File: config.mk
export PLATFORM = sky130hd
export DESIGN_NAME = register_pipe_nbit
export DESIGN_NICKNAME = d
export VERILOG_FILES = /design/src/rtl/register_pipe_nbit.sv
export SDC_FILE = /design/constraint.sdc
export NUM_CORES = 1
export LEC_CHECK = 0
export ABC_AREA = 1
export BUFFER_PORTS_ARGS = -buffer_cell sky130_fd_sc_hd__buf_2
export CORE_UTILIZATION = 46
export DETAILED_ROUTE_END_ITERATION = 16
export HOLD_SLACK_MARGIN = 0.05
export PLACE_DENSITY = 0.7
export SLEW_MARGIN = 40
export SYNTH_ARGS = -nofsm -noshare
export SYNTH_HDL_FRONTEND = slang
export SYNTH_SLANG_ARGS = --single-unit
export TNS_END_PERCENT = 20
File: constraint.sdc
create_clock -name clk_i -period 4.6 [get_ports clk_i]
set_input_delay 1.15 -clock clk_i [delete_from_list [all_inputs] [get_ports clk_i]]
set_output_delay 1.15 -clock clk_i [all_outputs]
set_load 0.03 [all_outputs]
File: src/rtl/register_pipe_nbit.sv
// WIDTH-bit, DEPTH-stage valid/ready register pipeline with bubble collapsing.
// Optional flush port enabled by defining REGISTER_PIPE_FLUSH_EN.
module register_pipe_nbit #(
  parameter int WIDTH = 10,
  parameter int DEPTH = 4,
  localparam int CW = $clog2(DEPTH + 1)
) (
  input  logic             clk_i,
  input  logic             rst_i,
  input  logic             in_valid_i,
  output logic             in_ready_o,
  input  logic [WIDTH-1:0] data_in_i,
  output logic             out_valid_o,
  input  logic             out_ready_i,
  output logic [WIDTH-1:0] data_out_o,
`ifdef REGISTER_PIPE_FLUSH_EN
  input  logic             flush_i,
`endif
  output logic [CW-1:0]    occupancy_o
);

  logic [DEPTH-1:0] v_q, v_d;
  logic [WIDTH-1:0] d_q [DEPTH];
  logic [WIDTH-1:0] d_d [DEPTH];
  logic [CW-1:0]    occ_q, occ_d;

  logic [DEPTH-1:0] adv;
  logic             advAcc;
  logic [DEPTH-1:0] srcV;
  logic [WIDTH-1:0] srcD [DEPTH];
  logic             flushReq;
  logic             xferIn;
  logic             xferOut;

`ifdef REGISTER_PIPE_FLUSH_EN
  assign flushReq = flush_i;
`else
  assign flushReq = 1'b0;
`endif

  // A stage may load when it is empty or everything downstream of it moves.
  always_comb begin
    adv    = '0;
    advAcc = out_ready_i;
    for (int i = DEPTH - 1; i >= 0; i--) begin
      advAcc = advAcc | ~v_q[i];
      adv[i] = advAcc;
    end
  end

  assign in_ready_o  = adv[0] & ~flushReq;
  assign xferIn      = in_valid_i & in_ready_o;
  assign xferOut     = v_q[DEPTH-1] & out_ready_i;
  assign out_valid_o = v_q[DEPTH-1];
  assign data_out_o  = d_q[DEPTH-1];
  assign occupancy_o = occ_q;

  always_comb begin
    v_d     = v_q;
    d_d     = d_q;
    occ_d   = occ_q;
    srcV    = '0;
    srcD[0] = data_in_i;
    srcV[0] = in_valid_i;
    for (int i = 1; i < DEPTH; i++) begin
      srcV[i] = v_q[i-1];
      srcD[i] = d_q[i-1];
    end

    // Data registers only capture real words so empty stages keep their last value.
    for (int i = 0; i < DEPTH; i++) begin
      if (adv[i] && !flushReq) begin
        v_d[i] = srcV[i];
        if (srcV[i]) begin
          d_d[i] = srcD[i];
        end
      end
    end

    if (xferIn && !xferOut) begin
      occ_d = occ_q + CW'(1);
    end else if (xferOut && !xferIn) begin
      occ_d = occ_q - CW'(1);
    end

    if (flushReq) begin
      v_d   = '0;
      occ_d = '0;
    end
  end

  always_ff @(posedge clk_i) begin
    if (rst_i) begin
      v_q   <= '0;
      occ_q <= '0;
      for (int i = 0; i < DEPTH; i++) begin
        d_q[i] <= '0;
      end
    end else begin
      v_q   <= v_d;
      occ_q <= occ_d;
      d_q   <= d_d;
    end
  end

endmodule
# Yosys cells after proc, flatten, opt, wreduce, memory -nomap -nowiden
# Cells that the tools add are included.
[totals]
out_inout_bits = 15
inputBits = 14
elab_cells = 32
ff_bits = 47
[op_classes]
add_sub_neg = 2
n_reduce_logical = 9
n_bitwise = 10
muxes = 2
[ops]
columns = ["operator", "count"]
rows = [
  ["$reduce_and 2->1", 4],
  ["$mux 3", 2],
  ["$not 1->1", 4],
  ["$or 1x1->1", 4],
  ["$add 3x1->3 const B", 1],
  ["$sub 3x1->3 const B", 1],
  ["$and 1x1->1", 2],
  ["$logic_and 1x1->1", 2],
  ["$logic_not 1->1", 2],
  ["$reduce_bool 2->1", 1],
]

# Depth between registers and ports, before layout
# Gate-level depths: netlist of run 1.
[depth]
word_depth = 10
mapped_depth = 14
ltp_nobuf = 13

# Worst setup path before layout of run 1
# Ideal clock, no wire load.
[synth_path]
kind = "input -> output"
start = "in out_ready_i"
end = "out in_ready_o"
slack_ns = 1.798
t_required_ns = 3.450
arrival_time_ns = 1.652
cell_stages = 3
n_path_buf = 1
path_cell_list = "nor2_4 nand4_4 buf_4"
[synth_via]
elab_chain_cells = 4
[synth_rtl]
columns = ["element", "line_no", "source"]
rows = [
  ["from (decl)", "14", "input logic out_ready_i,"],
  ["$or 1x1->1 (4 in series)", "46", "advAcc = advAcc | ~v_q[i];"],
  ["to (decl)", "11", "output logic in_ready_o,"],
]
# No other way between the ends.

# Final worst setup path of run 1
# Same ends and word-level chain as after synthesis.

==> metrics.md, run 1 <==
| Metric | Value |
|---|---|
| Status | `finished clean` |
| Fin. Hold Viols | `0` |
| Clock transition at path regs | `approximately 0.080 ns` |
| Worst-Skew Late Latency | `slightly below 0.3 ns` |
| Initial DRC Count | `between 70 and 80` |
| HP Class | `flip-flop to flip-flop` |
| Share of cells above drive strength 1 | `a little under a fifth` |
| Avg Inst Size Synth | `between 7 and 8 um^2` |
| Area of the multi-input gates | `about 730 um^2` |
| DR DRC count | `0` |
| First-pass GRT wire length | `5.20 mm` |
| Core ar. | `between 4000 and 5000 um^2` |
| Max Cap Viol | `0` |
| Final Skew | `between 0.007 and 0.008 ns` |
| Post-route insts no fill | `311` |
| Yosys warnings | `0` |
| CP dominant cell by count | `buf_2` |
| Buf/Inv on CP | `2` |
| Critical path capture point type | `output port` |
| Antenna Cells | `0` |
| Htree depth | `2` |
| Post-synth top area share | `between 40% and 50%` |
| Maximum fanout along the worst path | `23` |
| Synth-to-layout area growth | `8.74%` |
| Initial Utilization | `47.6%` |
| Worst r2r src | `v_q[3]$_SDFFE_PP0P_` |
| Internal reg-to-reg setup slack | `roughly 2.5 ns` |
| Max Slew Vio Count | `0` |
| Slew headroom | `~63%` |
| FMAX | `310 MHz` |
| WS Path Type | `input port to output port` |
| RSZ-0062 raised after global routing | `false` |
| Initial antenna violation count | `0` |
| Crit path DAT | `between 2 and 2.5 ns` |
| Worst-path cell chain | `buf_2, nor2_4, nand4_4, buf_2` |
| Top-count cell post-synth | `nor2_1` |
| Top post-synthesis cells by count | `nor2_1 (76), dfxtp_1 (47), o21ai_0 (29)` |
| Io pins | `29` |
| Drt total wl | `a little under 3 mm` |
| PwrDens | `396 nW/um^2` |
| VDD IR max | `between 0.15 and 0.2 mV` |
| Predominant post-synthesis flop cell | `dfxtp_1` |
| Final HPWL DP | `approximately 2 mm` |
| Setup Buffers After CTS | `0` |
| Top post-synthesis cells by area | `dfxtp_1 (49%), nor2_1 (15%), o21ai_0 (7.6%)` |
| Area leader, netlist | `dfxtp_1` |
| Synth cell types | `21` |
| Total Power | `slightly above 800 uW` |
| Worst hold endpoint | `occupancy_o[2]$_SDFFE_PP0P_` |
| Register-to-Register Path Depth | `10` |
| Worst Tran Pin Value | `approximately 0.56 ns` |
| Cells after Synth | `246` |
| Fin crit period | `about 3.2 ns` |
| Register area share after synthesis | `about half` |
| Leak Pwr | `~1.0 nW` |
| CTS tree | `built` |
| Die width | `around 66 um` |
| Synthesized area | `~1900 um^2` |
| Gr usage total | `between 10% and 20%` |
| Max clock buf depth | `2` |
| Total negative slack | `0 ns` |
| Routability cong. | `between 0.7 and 0.8` |
| # hold bufs at CTS | `0` |
| CP startpoint kind | `input port` |
| Nets | `276` |
| Die ar. | `4400 um^2` |
| Grt total ovfl | `0` |
| Via-per-instance ratio | `~4.6` |
| Largest net degree at the start of global routing | `43` |
| CTS Sinks | `47` |
| DR vias | `1426` |
| Rows | `23` |
| Post-synth EDFFs | `0` |
| Synthesized flop and latch total | `between 40 and 50` |
| Syn Nets | `262` |
| Vias in the first global route | `around 1200` |
| Worst r2r dst | `occupancy_o[1]$_SDFFE_PP0P_` |
| Final hold slack | `around 0.47 ns` |
| Antenna-violating nets left | `0` |
| Placed insts | `303` |
| I/O Buffers | `28` |
| Asr flop ratio synth | `0%` |
| CTS root buf | `clkbuf_8` |
| Top delay family on crit path | `simple AND/OR/NAND/NOR gates` |
| # resized after CTS | `0` |
| Final setup fails | `0` |
| Worst Hold Depth | `2` |
| Filler instances | `roughly 440` |
| Critical path's largest stage delay | `roughly 0.31 ns` |
| Die H | `about 66 um` |
| Crit-path slowest cell | `nand4_4` |
| Cts bufs inserted | `5` |
| Period utilisation layout | `between 70% and 80%` |
| WL per Instance | `~9.3 um` |
| Register area | `roughly 940 um^2` |
| Hold_sp | `occupancy_o[2]$_SDFFE_PP0P_` |
| WP data required | `~3.5 ns` |
| Drt pass-1 iters | `4` |
## per-stage QoR
step / setup WS (ns) / instance area [um^2] / utilization, %
after floorplan: 1.80 / 1900 / -
after global placement: 1.39 / 1960 / 48.9
after detailed placement: 1.38 / 1960 / 48.9
after CTS: 1.37 / 2070 / 51.7
after global routing: 1.30 / 2070 / 51.7
final: 1.38 / 2070 / 51.7
## per-layer routing
| metal | wire (um) | global-route usage, % | vias to the layer above |
|---|---|---|---|
| met4 | 8 | 4.79 | 0 |
| met5 | 0 | 0 | - |
| met3 | 126 | 4.66 | 2 |
| li1 | - | - | 791 |
| met2 | 1270 | 24.2 | 27 |
| met1 | 1500 | 19.6 | 606 |
## layout make-up
cell class                 count  area share [%]
timing repair buffer          28            6.77
clock buffer                   5            3.33
sequential                    47            45.5
inverter                      22            3.99
tap                           50            3.02
clock inverter                 3            2.12
multi-input combinational    156            35.3
## worst max path at each step
stage / cells past startpoint / end / slack, ns / from
2_1_floorplan: 3 / in_ready_o / 1.80 / out_ready_i
3_3_place_gp: 4 / in_ready_o / 1.39 / out_ready_i
3_5_place_dp: 4 / in_ready_o / 1.38 / out_ready_i
4_1_cts: 4 / in_ready_o / 1.37 / out_ready_i
5_1_grt: 4 / in_ready_o / 1.30 / out_ready_i
6_report: 4 / in_ready_o / 1.38 / out_ready_i
## registers in the layout (all words and copies together) (netlist names)
signal,count
occupancy_o,3
v_q,4
data_out_o,10
d_q,30
## where the power goes
group | switching, mW | internal, mW | leakage [nW] | total [mW]
logic | 0.0527 | 0.0297 | 0.557 | 0.0823
clock network | 0.133 | 0.162 | 0.0581 | 0.295
registers | 0.0126 | 0.430 | 0.386 | 0.443
total | 0.199 | 0.621 | 1.00 | 0.820
## cells by family (layout without fill, tap and decap cells)
family,Yosys count,count (layout),share of synthesized area (%)
AOI/OAI and AO/OA,46,46,12.1
xor gates and xnor gates,1,1,0.460
adders and majority gates,2,2,1.71
buffers and inverters,43,58,12.2
DFF,47,47,49.4
and+or+nand+nor,107,107,24.1
## worst min-delay path, cell delays in order, from the launching register on
cell	delay, ns
dfxtp_1	0.31
inv_1	0.06
a21oi_1	0.05
## layout by cell type (no fill, tap or decap), drive strengths merged
cell type / instances
nor2: 78
fa: 1
clkinv: 2
bufinv: 1
nand3: 12
clkbuf: 5
a21oi: 14
xor2: 1
o21ai: 32
nand2: 16
buf: 28
inv: 22
ha: 1
dfxtp: 47
nand4: 1
Power figures use the tool's default switching activity.
==> run 2: changes to the inputs <==
--- a/config.mk
+++ b/config.mk
@@ -10,7 +10,7 @@
 export CORE_UTILIZATION = 46
 export DETAILED_ROUTE_END_ITERATION = 16
 export HOLD_SLACK_MARGIN = 0.05
-export PLACE_DENSITY = 0.7
+export PLACE_DENSITY = 0.72
 export SLEW_MARGIN = 40
 export SYNTH_ARGS = -nofsm -noshare
 export SYNTH_HDL_FRONTEND = slang
==> constraint.sdc (replaced) <==
create_clock -name clk_i -period 2.83 [get_ports clk_i]
set_input_delay 0.7075 -clock clk_i [delete_from_list [all_inputs] [get_ports clk_i]]
set_output_delay 0.7075 -clock clk_i [all_outputs]
set_load 0.03 [all_outputs]
==> run 2 against run 1 <==
  * Global-route usage decreased by 0.20 points
  * Total power up 57%
  * Via count is 0.91% lower
  * Setup slack worse by 0.81 ns
  * Non-clock buffer count increased by 3
  * Die area stayed put
  * Hold slack got worse by 0.00077 ns
  * Register-to-register slack got worse by 1.5 ns
  * Highest routed layer unchanged
==> metrics.md, run 2 (synthesized netlist as in run 1, its figures left out) <==
| Metric | Value |
|---|---|
| Register area | `approximately 940 um^2` |
| Share of cells above drive strength 1 | `between 10% and 20%` |
| Antenna Cells | `0` |
| Drt total wl | `between 2 and 3 mm` |
| Final HPWL DP | `roughly 2 mm` |
| Grt total ovfl | `0` |
| Met2 WL | `around 1.2 mm` |
| Max Slew Vio Count | `0` |
| HP Class | `flip-flop to flip-flop` |
| Gr usage total | `between 15 and 20%` |
| Max reg flops | `30` |
| Max clock buf depth | `2` |
| Initial DRC Count | `54` |
| Commonest non-fill, non-tap cell in the layout | `nor2_1` |
| Final core occ | `52.0%` |
| Final Skew | `~0.0040 ns` |
| I/O Buffers | `28` |
| RSZ-0062 raised after global routing | `false` |
| DR DRC count | `0` |
| Period utilisation layout | `79.9%` |
| Post-Place Setup Slack | `~0.56 ns` |
| Final setup fails | `0` |
| Core ar. | `4000 um^2` |
| Filler instances | `420` |
| Max Cap Viol | `0` |
| Rows | `23` |
| Worst-path cell chain | `buf_2, nor2_4, nand4_4, buf_4, buf_2` |
| CP dominant cell by count | `buf_2` |
| Via-per-instance ratio | `about 4.5` |
| Largest net degree at the start of global routing | `34` |
| Maximum fanout along the worst path | `22` |
| Slew headroom | `about half` |
| PwrDens | `about 620 nW/um^2` |
| Routability cong. | `slightly above 0.7` |
| Initial antenna violation count | `0` |
| Worst Tran Pin Value | `0.737 ns` |
| Internal reg-to-reg setup slack | `around 1.0 ns` |
| Drt pass-1 iters | `5` |
| Leak Pwr | `between 1 and 1.5 nW` |
| FMAX | `roughly 440 MHz` |
| DR vias | `1413` |
| Met3 WL | `about 120 um` |
| Routed met1 length | `between 1.5 and 2 mm` |
| Antenna-violating nets left | `0` |
| Htree depth | `2` |
| CTS root buf | `clkbuf_8` |
| First-pass GRT wire length | `between 5 and 6 mm` |
| Nets | `279` |
| CP startpoint kind | `input port` |
| Area of the multi-input gates | `731 um^2` |
| Hold_sp | `occupancy_o[2]$_SDFFE_PP0P_` |
| Crit-path slowest cell | `buf_4` |
| Commonest cells after routing, fill and taps aside | `nor2_1 (76), dfxtp_1 (47), o21ai_0 (29), buf_2 (28), inv_1 (19)` |
| WP data required | `2.12 ns` |
| Clock transition at path regs | `approximately 0.08 ns` |
| Crit path DAT | `approximately 1.6 ns` |
| WL per Instance | `roughly 9.4 um` |
| Fin. Hold Viols | `0` |
| VDD IR max | `roughly 0.3 mV` |
| Critical path's largest stage delay | `roughly 0.23 ns` |
| Top reg by flops | `d_q` |
| Worst-Skew Late Latency | `slightly below 0.3 ns` |
| Worst r2r dst | `occupancy_o[1]$_SDFFE_PP0P_` |
| Top Layer Used | `met4` |
| Final hold slack | `around 0.47 ns` |
| Initial Utilization | `between 40% and 50%` |
| Register-to-Register Path Depth | `10` |
| # resized after CTS | `0` |
| Die width | `~66 um` |
| # hold bufs at CTS | `0` |
| Cts bufs inserted | `5` |
| CTS tree | `built` |
| Worst hold endpoint | `occupancy_o[2]$_SDFFE_PP0P_` |
| Worst r2r src | `v_q[3]$_SDFFE_PP0P_` |
| Io pins | `29` |
| Synth-to-layout area growth | `9.27%` |
| Setup Buffers After CTS | `0` |
| Status | `finished clean` |
| Critical path capture point type | `output port` |
| Vias in the first global route | `1160` |
| Buf/Inv on CP | `3` |
| Fin crit period | `roughly 2.3 ns` |
| WS Path Type | `input port to output port` |
| Total negative slack | `0 ns` |
| Worst Hold Depth | `2` |
| CTS Sinks | `47` |
| Final worst-path setup slack | `between 0.5 and 0.6 ns` |
| Top delay family on crit path | `buffers and inverters` |
| Die ar. | `around 4400 um^2` |
| Die H | `between 60 and 70 um` |
## run 2: changes by cell type in the layout (fill, tap and decap cells not counted)
| cell | delta |
|---|---|
| clkbuf_1 | +1 |
| clkbuf_8 | +2 |
| clkinv_2 | -1 |
| buf_4 | +3 |
| clkinv_4 | -1 |
| inv_1 | +1 |
| bufinv_16 | -1 |
| inv_2 | -1 |
## run 2: per-stage QoR
step                      total power [mW]  cells  instance area, um^2
after floorplan                      0.844    246                 1900
after global placement               0.868    306                 1980
after detailed placement             0.873    306                 1980
after CTS                             1.30    314                 2080
after global routing                  1.35    314                 2080
final                                 1.29    314                 2080
## run 2: power breakdown
group	switching [mW]	leakage [nW]	internal, mW
Clock	0.208	0.0515	0.223
Sequential	0.0209	0.386	0.699
Combinational	0.0860	0.572	0.0505
Total	0.315	1.01	0.972
## run 2: area by class of cell
cell class	instances	area share [%]
well taps	50	3.01
clock buffers	8	4.81
inverters	22	3.97
flip-flops and latches	47	45.2
repair buffers	31	7.82
multi-input cells	156	35.1
## run 2: worst max-delay path by stage
stage | cells after the start | from | endpoint
6_report | 5 | out_ready_i | in_ready_o
5_1_grt | 5 | out_ready_i | in_ready_o
4_1_cts | 5 | out_ready_i | in_ready_o
3_5_place_dp | 10 | out_ready_i | occupancy_o[1]$_SDFFE_PP0P_
3_3_place_gp | 5 | out_ready_i | in_ready_o
2_1_floorplan | 10 | out_ready_i | occupancy_o[1]$_SDFFE_PP0P_
## run 2: routing by layer
| metal | track usage [%] | vias to the layer above |
|---|---|---|
| li1 | - | 797 |
| met1 | 20.2 | 578 |
| met2 | 22.8 | 33 |
| met3 | 3.62 | 5 |
| met5 | 0 | - |
| met4 | 6.38 | 0 |
## run 2: worst reg2reg max path: cells and delay by family (launching register included)
family | cells | cell delay [ns]
simple gates | 4 | 0.38
fa+ha+maj | 2 | 0.61
compound gates | 1 | 0.17
flops | 1 | 0.35
buf+inv | 3 | 0.22
